--- config.mk ---
export PLATFORM = sky130hd
export DESIGN_NAME = instr_encoder
export DESIGN_NICKNAME = d
export VERILOG_FILES = /design/src/rtl/instr_encoder.sv
export SDC_FILE = /design/constraint.sdc
export NUM_CORES = 1
export LEC_CHECK = 0
export CORE_AREA = 2 2 105 107
export CTS_BUF_LIST = sky130_fd_sc_hd__clkbuf_4
export CTS_CLUSTER_DIAMETER = 100
export CTS_CLUSTER_SIZE = 28
export DETAILED_ROUTE_END_ITERATION = 8
export DIE_AREA = 0 0 107 109
export DONT_BUFFER_PORTS = 1
export PLACE_DENSITY = 0.54
export SKIP_CTS_REPAIR_TIMING = 1
export SLEW_MARGIN = 20
export SYNTH_ARGS = -nofsm -noshare
export SYNTH_HDL_FRONTEND = slang
export SYNTH_SLANG_ARGS = --single-unit
--- constraint.sdc ---
create_clock -name clk -period 1.8 [get_ports clk]
set_input_delay 0.27 -clock clk [delete_from_list [all_inputs] [get_ports clk]]
set_output_delay 0.27 -clock clk [all_outputs]
set_load 0.05 [all_outputs]
--- src/rtl/instr_encoder.sv ---
// Encodes operation requests into 32-bit MIPS-style instruction words and
// writes them sequentially into instruction memory with a valid/ack handshake.
module instr_encoder #(
  parameter logic [31:0] BASE_ADDR = 32'h0000_0000,
  parameter int unsigned DEPTH     = 64
) (
  input  logic        clk,
  input  logic        rst,
  input  logic        in_valid,
  output logic        in_ready,
  input  logic [3:0]  op_sel,
  input  logic [4:0]  rs,
  input  logic [4:0]  rt,
  input  logic [4:0]  rd,
  input  logic [15:0] imm,
  input  logic [25:0] target,
  output logic        mem_we,
  output logic [31:0] mem_addr,
  output logic [31:0] mem_wdata,
  input  logic        mem_ack,
  output logic [15:0] count,
  output logic        full,
  output logic        err
);

  typedef enum logic {IDLE, WRITE} state_t;

  localparam logic [15:0] DEPTH_CNT = 16'(DEPTH);

  state_t      state, state_next;
  logic [31:0] enc_word;
  logic        enc_legal;
  logic        accept;
  logic        write_done;

  always_comb begin
    enc_word  = '0;
    enc_legal = 1'b1;
    case (op_sel)
      4'd0:    enc_word = {6'b000000, rs, rt, rd, 5'b00000, 6'b100000};
      4'd1:    enc_word = {6'b000000, rs, rt, rd, 5'b00000, 6'b100010};
      4'd2:    enc_word = {6'b000000, rs, rt, rd, 5'b00000, 6'b100100};
      4'd3:    enc_word = {6'b000000, rs, rt, rd, 5'b00000, 6'b100101};
      4'd4:    enc_word = {6'b000000, rs, rt, rd, 5'b00000, 6'b101010};
      4'd5:    enc_word = {6'b100011, rs, rt, imm};
      4'd6:    enc_word = {6'b101011, rs, rt, imm};
      4'd7:    enc_word = {6'b000100, rs, rt, imm};
      4'd8:    enc_word = {6'b001101, rs, rt, imm};
      4'd9:    enc_word = {6'b001001, rs, rt, imm};
      4'd10:   enc_word = {6'b000010, target};
      default: enc_legal = 1'b0;
    endcase
  end

  assign full       = (count == DEPTH_CNT);
  assign in_ready   = (state == IDLE) && !full;
  assign mem_we     = (state == WRITE);
  assign accept     = in_valid && in_ready;
  assign write_done = (state == WRITE) && mem_ack;

  always_comb begin
    state_next = state;
    case (state)
      IDLE:  if (accept && enc_legal) state_next = WRITE;
      WRITE: if (mem_ack)             state_next = IDLE;
    endcase
  end

  // count never exceeds DEPTH, so mem_addr is bounded by BASE_ADDR + 4*DEPTH
  always_ff @(posedge clk) begin
    if (rst) begin
      state     <= IDLE;
      mem_addr  <= BASE_ADDR;
      mem_wdata <= '0;
      count     <= '0;
      err       <= 1'b0;
    end else begin
      state <= state_next;
      if (accept && enc_legal)
        mem_wdata <= enc_word;
      if (accept && !enc_legal)
        err <= 1'b1;
      if (write_done) begin
        mem_addr <= mem_addr + 32'd4;
        count    <= count + 16'd1;
      end
    end
  end

endmodule

==> results.cfg <==
[layout]
area_growth_pct = 32.5
final_util_pct = 47.7
layout.nets = 585
seqCellArea_um2 = 1670
multi_input_area_um2 = 2190
antennaDiodeCount = 0
layout.cells.non_filler = 662
drive_above_1_share_pct = 31.6
fillerInstances = 1014

[outcome]
run_status = complete, but fails checks
violations_in_the_final_reports = negative setup slack

[setup_path]
critical_path.reg2reg.startpoint = count[0]$_SDFFE_PP0P_
worst_setup_path_start_kind = flip-flop
cpMaxStageDelayCell = sky130_fd_sc_hd__dfxtp_4
worstPathRequired_ns = 1.53
worstSetupPathType = flip-flop to output port
critical_path.reg2reg.endpoint = mem_wdata[18]$_SDFFE_PP0P_
register_to_register_setup_slack_ns = 0.01
cp.buffers_inverters = 3
timing.critical_path.to_type = output port
cp.arrival_ns = 1.73
crit_path_max_fanout = 5
worstPathCellList = inv_4 > ha_4 > nor4bb_4 > nand4_1 > clkinv_4 > nor2_4 > buf_12
timing.critical_path.slowest_cell_delay_ns = 0.39
worst_r2r_path_depth = 9
critPathTopFamily = simple AND/OR/NAND/NOR gates

[die]
core_region_area_um2 = 10600
fp.dieArea_um2 = 11700
core.rowCount = 38
dieHeight_um = 109
chipWidth_um = 107
design.portCount = 149
start_util_pct = 36.0

[global_routing]
largest_net_degree_at_the_start_of_global_routing = 80
antenna_found_initial = 0
grt_overflow_total = 0
grt_first_pass_wirelength_um = 16700
grtUsageTotal_pct = 18.1
grt_pass1_vias = 3382

[sta]
final_hold_viol_count = 0
post-route-period-util_pct = 111
final_max_slew_viols = 0
tightest_slew_ns = 0.568
final.setup.worst_slack_ns = -0.196
holdWs_ns = 0.0508
fin_crit_ns = 2.00
setup_violations = 2
fmax_ghz = 0.501
grt_setup_unrepaired = true
slew_headroom_pct = 62.1
fin_worst_skew_ns = 0.0128

[drt]
drtPass1Iterations = 5
routedWlPerCell_um = 17.4
finalWirelength_um = 11600
routed-via-count = 3711
postRouteAntennaNets = 0
initialDrtViolationCount = 293
drcViolationCount = 0
vias_per_cell = 5.61

[clock_tree]
worst_setup_hold_path_clk_slew_ns = 0.13
clock_latency_ns = 0.44
clk_path_buf_depth = 2
cts_tree = yes
number_of_buffers_created_by_cts = 9
cts.sink_count = 79
clock_h_tree_levels = 3
clock_tree.root_cell = sky130_fd_sc_hd__clkbuf_4

[logic_synthesis]
synth_cells = 454
synth.distinct_cells = 52
largest_family_of_logic_cells_by_synthesized_area = compound AO/OA/AOI/OAI gates
synth_area_per_cell_um2 = 8.40
synth_enable_flop_cells = 0
synthMuxAreaShare_pct = 0.590
netlist_area_before_placement_um2 = 3810
synth-simple-area-share_pct = 21.7
asyncSetResetFlopFracSynth_pct = 0
synth_area_in_adders_pct = 0.984
synthFlopType = sky130_fd_sc_hd__dfxtp_1
post_synth_xor_area_fraction_pct = 4.13
ys_seq_area_share_pct = 41.5
yosys_warnings = 0
synth_register_bits = 79
synth_compound_area_share_pct = 25.5

[pwr]
p_leak_nw = 1.82
combinationalPowerShare_pct = 10.7
switchingPower_w = 0.00113
power_w = 0.00394
power.clock.fraction_pct = 38.0
switching_share_pct = 28.7
power.share.sequential_pct = 51.3
peakVddDrop_uv = 476
powerDensity_nw_per_um2 = 780
cell_internal_pwr_w = 0.00281

[hold_path]
holdCritStartpoint = imm[2]
worstHoldPathCells = 2
hold_path.class = input pin to flip-flop
min_delay_worst_endpoint = mem_wdata[2]$_SDFFE_PP0P_

[job]
cap_violations = 0

[placed_design]
hpwl_um = 7610
port_buffers = 0
pre_cts_slack_ns = -0.0798
placed_cells_incl_taps = 630
gp_congestion = 0.777
## sequential cells by signal (all words and copies together), names as in the netlist
name and flops:
mem_we 1, count 16, mem_addr 30, err 1
mem_wdata 31
## worst reg2reg max path: stages (launching register included)
cell	delay, ns
sky130_fd_sc_hd__dfxtp_4	0.39
sky130_fd_sc_hd__inv_4	0.06
sky130_fd_sc_hd__ha_4	0.12
sky130_fd_sc_hd__nor4bb_4	0.19
sky130_fd_sc_hd__nand4_1	0.21
sky130_fd_sc_hd__clkinv_4	0.13
sky130_fd_sc_hd__buf_4	0.16
sky130_fd_sc_hd__nor2_4	0.05
sky130_fd_sc_hd__buf_12	0.17
sky130_fd_sc_hd__a211oi_1	0.21
## layout by cell type (no fill, tap or decap), types with 4 or more instances in the layout
cell                            count
sky130_fd_sc_hd__nand2b_1           5
sky130_fd_sc_hd__dlygate4sd3_1      6
sky130_fd_sc_hd__o22ai_1            4
sky130_fd_sc_hd__bufinv_16          4
sky130_fd_sc_hd__nand3_1           15
sky130_fd_sc_hd__a21oi_1           60
sky130_fd_sc_hd__or3_1              6
sky130_fd_sc_hd__nand2_1           24
sky130_fd_sc_hd__and2_1             4
sky130_fd_sc_hd__nor3_1             9
sky130_fd_sc_hd__nor2_1            26
sky130_fd_sc_hd__nand4_1           12
sky130_fd_sc_hd__dfxtp_4           20
sky130_fd_sc_hd__a22oi_1           16
sky130_fd_sc_hd__inv_1             12
sky130_fd_sc_hd__buf_4             70
sky130_fd_sc_hd__dfxtp_2           14
sky130_fd_sc_hd__a211oi_2          10
sky130_fd_sc_hd__xnor2_1            6
sky130_fd_sc_hd__o31ai_1           14
sky130_fd_sc_hd__nor2b_1            4
sky130_fd_sc_hd__nor4_1             4
sky130_fd_sc_hd__and4_1             4
sky130_fd_sc_hd__buf_12             6
sky130_fd_sc_hd__xor2_1            12
sky130_fd_sc_hd__clkbuf_4          10
sky130_fd_sc_hd__dfxtp_1           45
sky130_fd_sc_hd__a211oi_1          13
sky130_fd_sc_hd__a222oi_1           5
sky130_fd_sc_hd__or4_1             15
sky130_fd_sc_hd__o21ai_0           10
## logic make-up after synthesis
group                      after synthesis
AOI/OAI and AO/OA                      151
xor gates and xnor gates                18
adders and majority gates                3
buffers and inverters                   50
DFF                                     79
muxes                                    2
other                                    1
and+or+nand+nor                        150
## per-stage QoR
| step | area [um^2] | setup TNS, ns |
|---|---|---|
| 3_3_place_gp | 4550 | -0.186 |
| 4_1_cts | 4760 | -2.06 |
| 5_1_grt | 5060 | -0.945 |
| 6_report | 5060 | -0.353 |
| 2_1_floorplan | 3970 | -0.0253 |
| 3_5_place_dp | 4550 | -1.14 |
## metal layers
layer	share of wire (%)	vias up	GRT usage, %
met2	48	123	29.7
met4	1.8	0	6.12
met1	43	1733	21.9
li1	-	1840	-
met3	7.5	15	7.05
met5	0	-	0
## power by group through the flow
stage	Combinational (W)	Clock [W]	Sequential, W
floorplan	0.000264	0	0.00208
global placement	0.000334	0	0.00206
detailed placement	0.000343	0	0.00206
CTS	0.000343	0.00155	0.00202
global route	0.000461	0.00163	0.00203
finish	0.000422	0.00150	0.00202
## cell type report
cell class | instances | share of cell area (%)
clock buffers | 10 | 1.48
clock inverters | 6 | 2.60
inverters | 15 | 1.26
multi-input cells | 328 | 43.4
flip-flops and latches | 79 | 33.1
well taps | 140 | 3.46
repair buffers | 84 | 14.7
## synthesized netlist by cell type (9+ instances only)
| master | instances | area share [%] |
|---|---|---|
| sky130_fd_sc_hd__xor2_1 | 12 | 2.8 |
| sky130_fd_sc_hd__o31ai_1 | 15 | 3.0 |
| sky130_fd_sc_hd__inv_1 | 14 | 1.4 |
| sky130_fd_sc_hd__nand2_1 | 24 | 2.4 |
| sky130_fd_sc_hd__a21oi_1 | 61 | 8.0 |
| sky130_fd_sc_hd__clkbuf_1 | 24 | 2.4 |
| sky130_fd_sc_hd__nor3_1 | 9 | 1.2 |
| sky130_fd_sc_hd__dfxtp_1 | 79 | 41 |
| sky130_fd_sc_hd__or4_1 | 16 | 3.1 |
| sky130_fd_sc_hd__nand3_1 | 18 | 2.4 |
| sky130_fd_sc_hd__nor2_1 | 28 | 2.8 |
| sky130_fd_sc_hd__a211oi_1 | 23 | 4.5 |
| sky130_fd_sc_hd__o21ai_0 | 10 | 1.3 |
| sky130_fd_sc_hd__nand4_1 | 12 | 2.0 |
| sky130_fd_sc_hd__a22oi_1 | 16 | 3.1 |
## how the worst max path moves through the flow
stage,startpoint,endpoint,depth (start not counted)
after detailed placement,count[0]$_SDFFE_PP0P_,mem_wdata[2]$_SDFFE_PP0P_,7
after floorplan,count[0]$_SDFFE_PP0P_,in_ready,6
after global routing,count[0]$_SDFFE_PP0P_,in_ready,7
after global placement,count[0]$_SDFFE_PP0P_,mem_wdata[2]$_SDFFE_PP0P_,7
final,count[0]$_SDFFE_PP0P_,in_ready,7
after CTS,count[15]$_SDFFE_PP0P_,in_ready,5
Note: power is estimated with default switching activity, not from simulation.
==> patch: new RTL, config.mk and constraints unchanged <==
Compare `count` against `DEPTH_CNT` with >= in place of ==.
--- a/src/rtl/instr_encoder.sv
+++ b/src/rtl/instr_encoder.sv
@@ -54,3 +54,3 @@
 
-  assign full       = (count == DEPTH_CNT);
+  assign full       = (count >= DEPTH_CNT);
   assign in_ready   = (state == IDLE) && !full;
Function: same outputs for any inputs over 10 cycles, from zero or initial values and one cycle with rst high; that may be too few to reach the edited logic, so the function may still have changed.
==> patch against the original RTL <==
The flow finishes with violations (hold timing, setup timing); wire length grew 6.0%; design area increased by 7.1%; final cell count increased by 4.4%; clock skew rose by 0.0058 ns; sequential share of layout area shrank 2.0 points; area after synthesis rose by 1.1%; power is 11% lower; sequential cell count stayed put; setup slack better by 0.017 ns; critical path type unchanged; critical endpoint unchanged.
==> patch: results <==
[status]
outcome = "finished with violations"
violations = "hold timing, setup timing"

[pwr]
p_leak_nw = 1.887
vdd_drop_max_v = 0.0004866

[sta]
setup_slack_ns = -0.1794
fin_worst_skew_ns = 0.01858
finalSetupViolCount = 17
relSlewSlack = 0.6343
hold_viol_final = 72
fin_setup_tns_ns = -0.9562
hold_slack_ns = -0.09335

[global_routing]
grt_util_all_layers = 0.1791
grt_pass1_wl_um = 16670
antenna_found_initial = 1

[placement]
dpl.hpwl_um = 7549
dp_slack_ns = -0.09867
place_congestion = 0.7589

[critical_path]
rr_worst_depth = 5
reg2reg_setup_slack_ns = -0.09
reg2reg_from = "mem_addr[5]$_SDFFE_PP0P_"
crit_fanout = 3
critPathArrivalTime_ns = 1.71
crit_start = "count[6]$_SDFFE_PP0P_"
regToRegEndpoint = "mem_addr[31]$_SDFFE_PP0P_"

[logic_synthesis]
synth_seq_area_share = 0.4100
syn_inst = 467
synthTopCellsByArea = "dfxtp_1, a21oi_1, a211oi_1, or4_1, a22oi_1"
yosysUniqueCellTypes = 46
async_flop_share = 0

[routing]
routed_via_density = 5.713
drt_iter0_drc = 246
route.detailed.wl_per_inst_um = 17.71
drt_pass1_iterations = 4
vias = 3948

[hold_path]
hold_depth = 1
holdCritStartpoint = "rst"
hold_end = "mem_wdata[25]$_SDFFE_PP0P_"

[layout]
fin_nets = 613
layout-drive-gt1-share = 0.3818
nFillCells = 1013
patch: cell types whose count changed after synthesis, moves of 5 or more:
cell | unedited run | this run
nand3_1 | 18 | 9
a21oi_1 | 61 | 68
clkbuf_1 | 24 | 31
or3_1 | 6 | 13
o21ai_0 | 10 | 16
a32o_1 | 0 | 5
xnor2_1 | 6 | 11
xor2_1 | 12 | 7
patch: how the worst max path moves through the flow:
stage	to	slack, ns
after global placement	mem_addr[26]$_SDFFE_PP0P_	-0.05
final	in_ready	-0.18
after CTS	in_ready	-0.32
after detailed placement	mem_addr[20]$_SDFFE_PP0P_	-0.1
after floorplan	mem_addr[23]$_SDFFE_PP0P_	-0.04
after global routing	in_ready	-0.28
patch: metrics by stage:
stage	power [mW]	cell area, sq um
after detailed placement	2.428	4653
after floorplan	2.358	4048
after CTS	3.509	4787
after global routing	3.639	5413
final	3.496	5413
after global placement	2.421	4653
patch: cell type report:
type | instances | area (sq um) | share of cell area
clock buffers | 10 | 75.07 | 0.01387
flip-flops and latches | 79 | 1682 | 0.3107
inverters | 19 | 83.83 | 0.01549
repair buffers | 101 | 960.9 | 0.1775
clock inverters | 6 | 58.81 | 0.01086
multi-input cells | 335 | 2375 | 0.4387
well taps | 140 | 175.2 | 0.03236
diodes | 1 | 2.502 | 0.0004623
patch: report_power, final:
group          switching (mW)  internal (mW)
Clock                   0.646          0.437
Combinational           0.231          0.177
Sequential              0.224           1.78
Total                    1.10           2.40
patch: critical path, cell delays in order, from the launching register on:
cell	delay [ns]
dfxtp_4	0.37
nor4_4	0.27
and4_1	0.24
buf_6	0.14
inv_12	0.04
nor2_4	0.09
buf_12	0.14
patch: kinds of logic (layout without fill, tap and decap cells):
logic type	count (synthesis)	in the layout	share of synthesized area
DFF	79	79	0.4100
buffers and inverters	59	136	0.06227
muxes	1	1	0.002595
xor gates and xnor gates	18	18	0.04087
adders and majority gates	3	3	0.009732
AOI/OAI and AO/OA	163	163	0.2696
and+or+nand+nor	143	147	0.2040
other	1	4	0.0009721
patch: per-layer routing:
metal / GRT usage / routed length (um) / share of wire
met1: 0.2226 / 5085 / 0.42
met2: 0.2916 / 6000 / 0.49
met3: 0.05738 / 868 / 0.071
met4: 0.06586 / 286 / 0.023
met5: 0 / 0 / 0
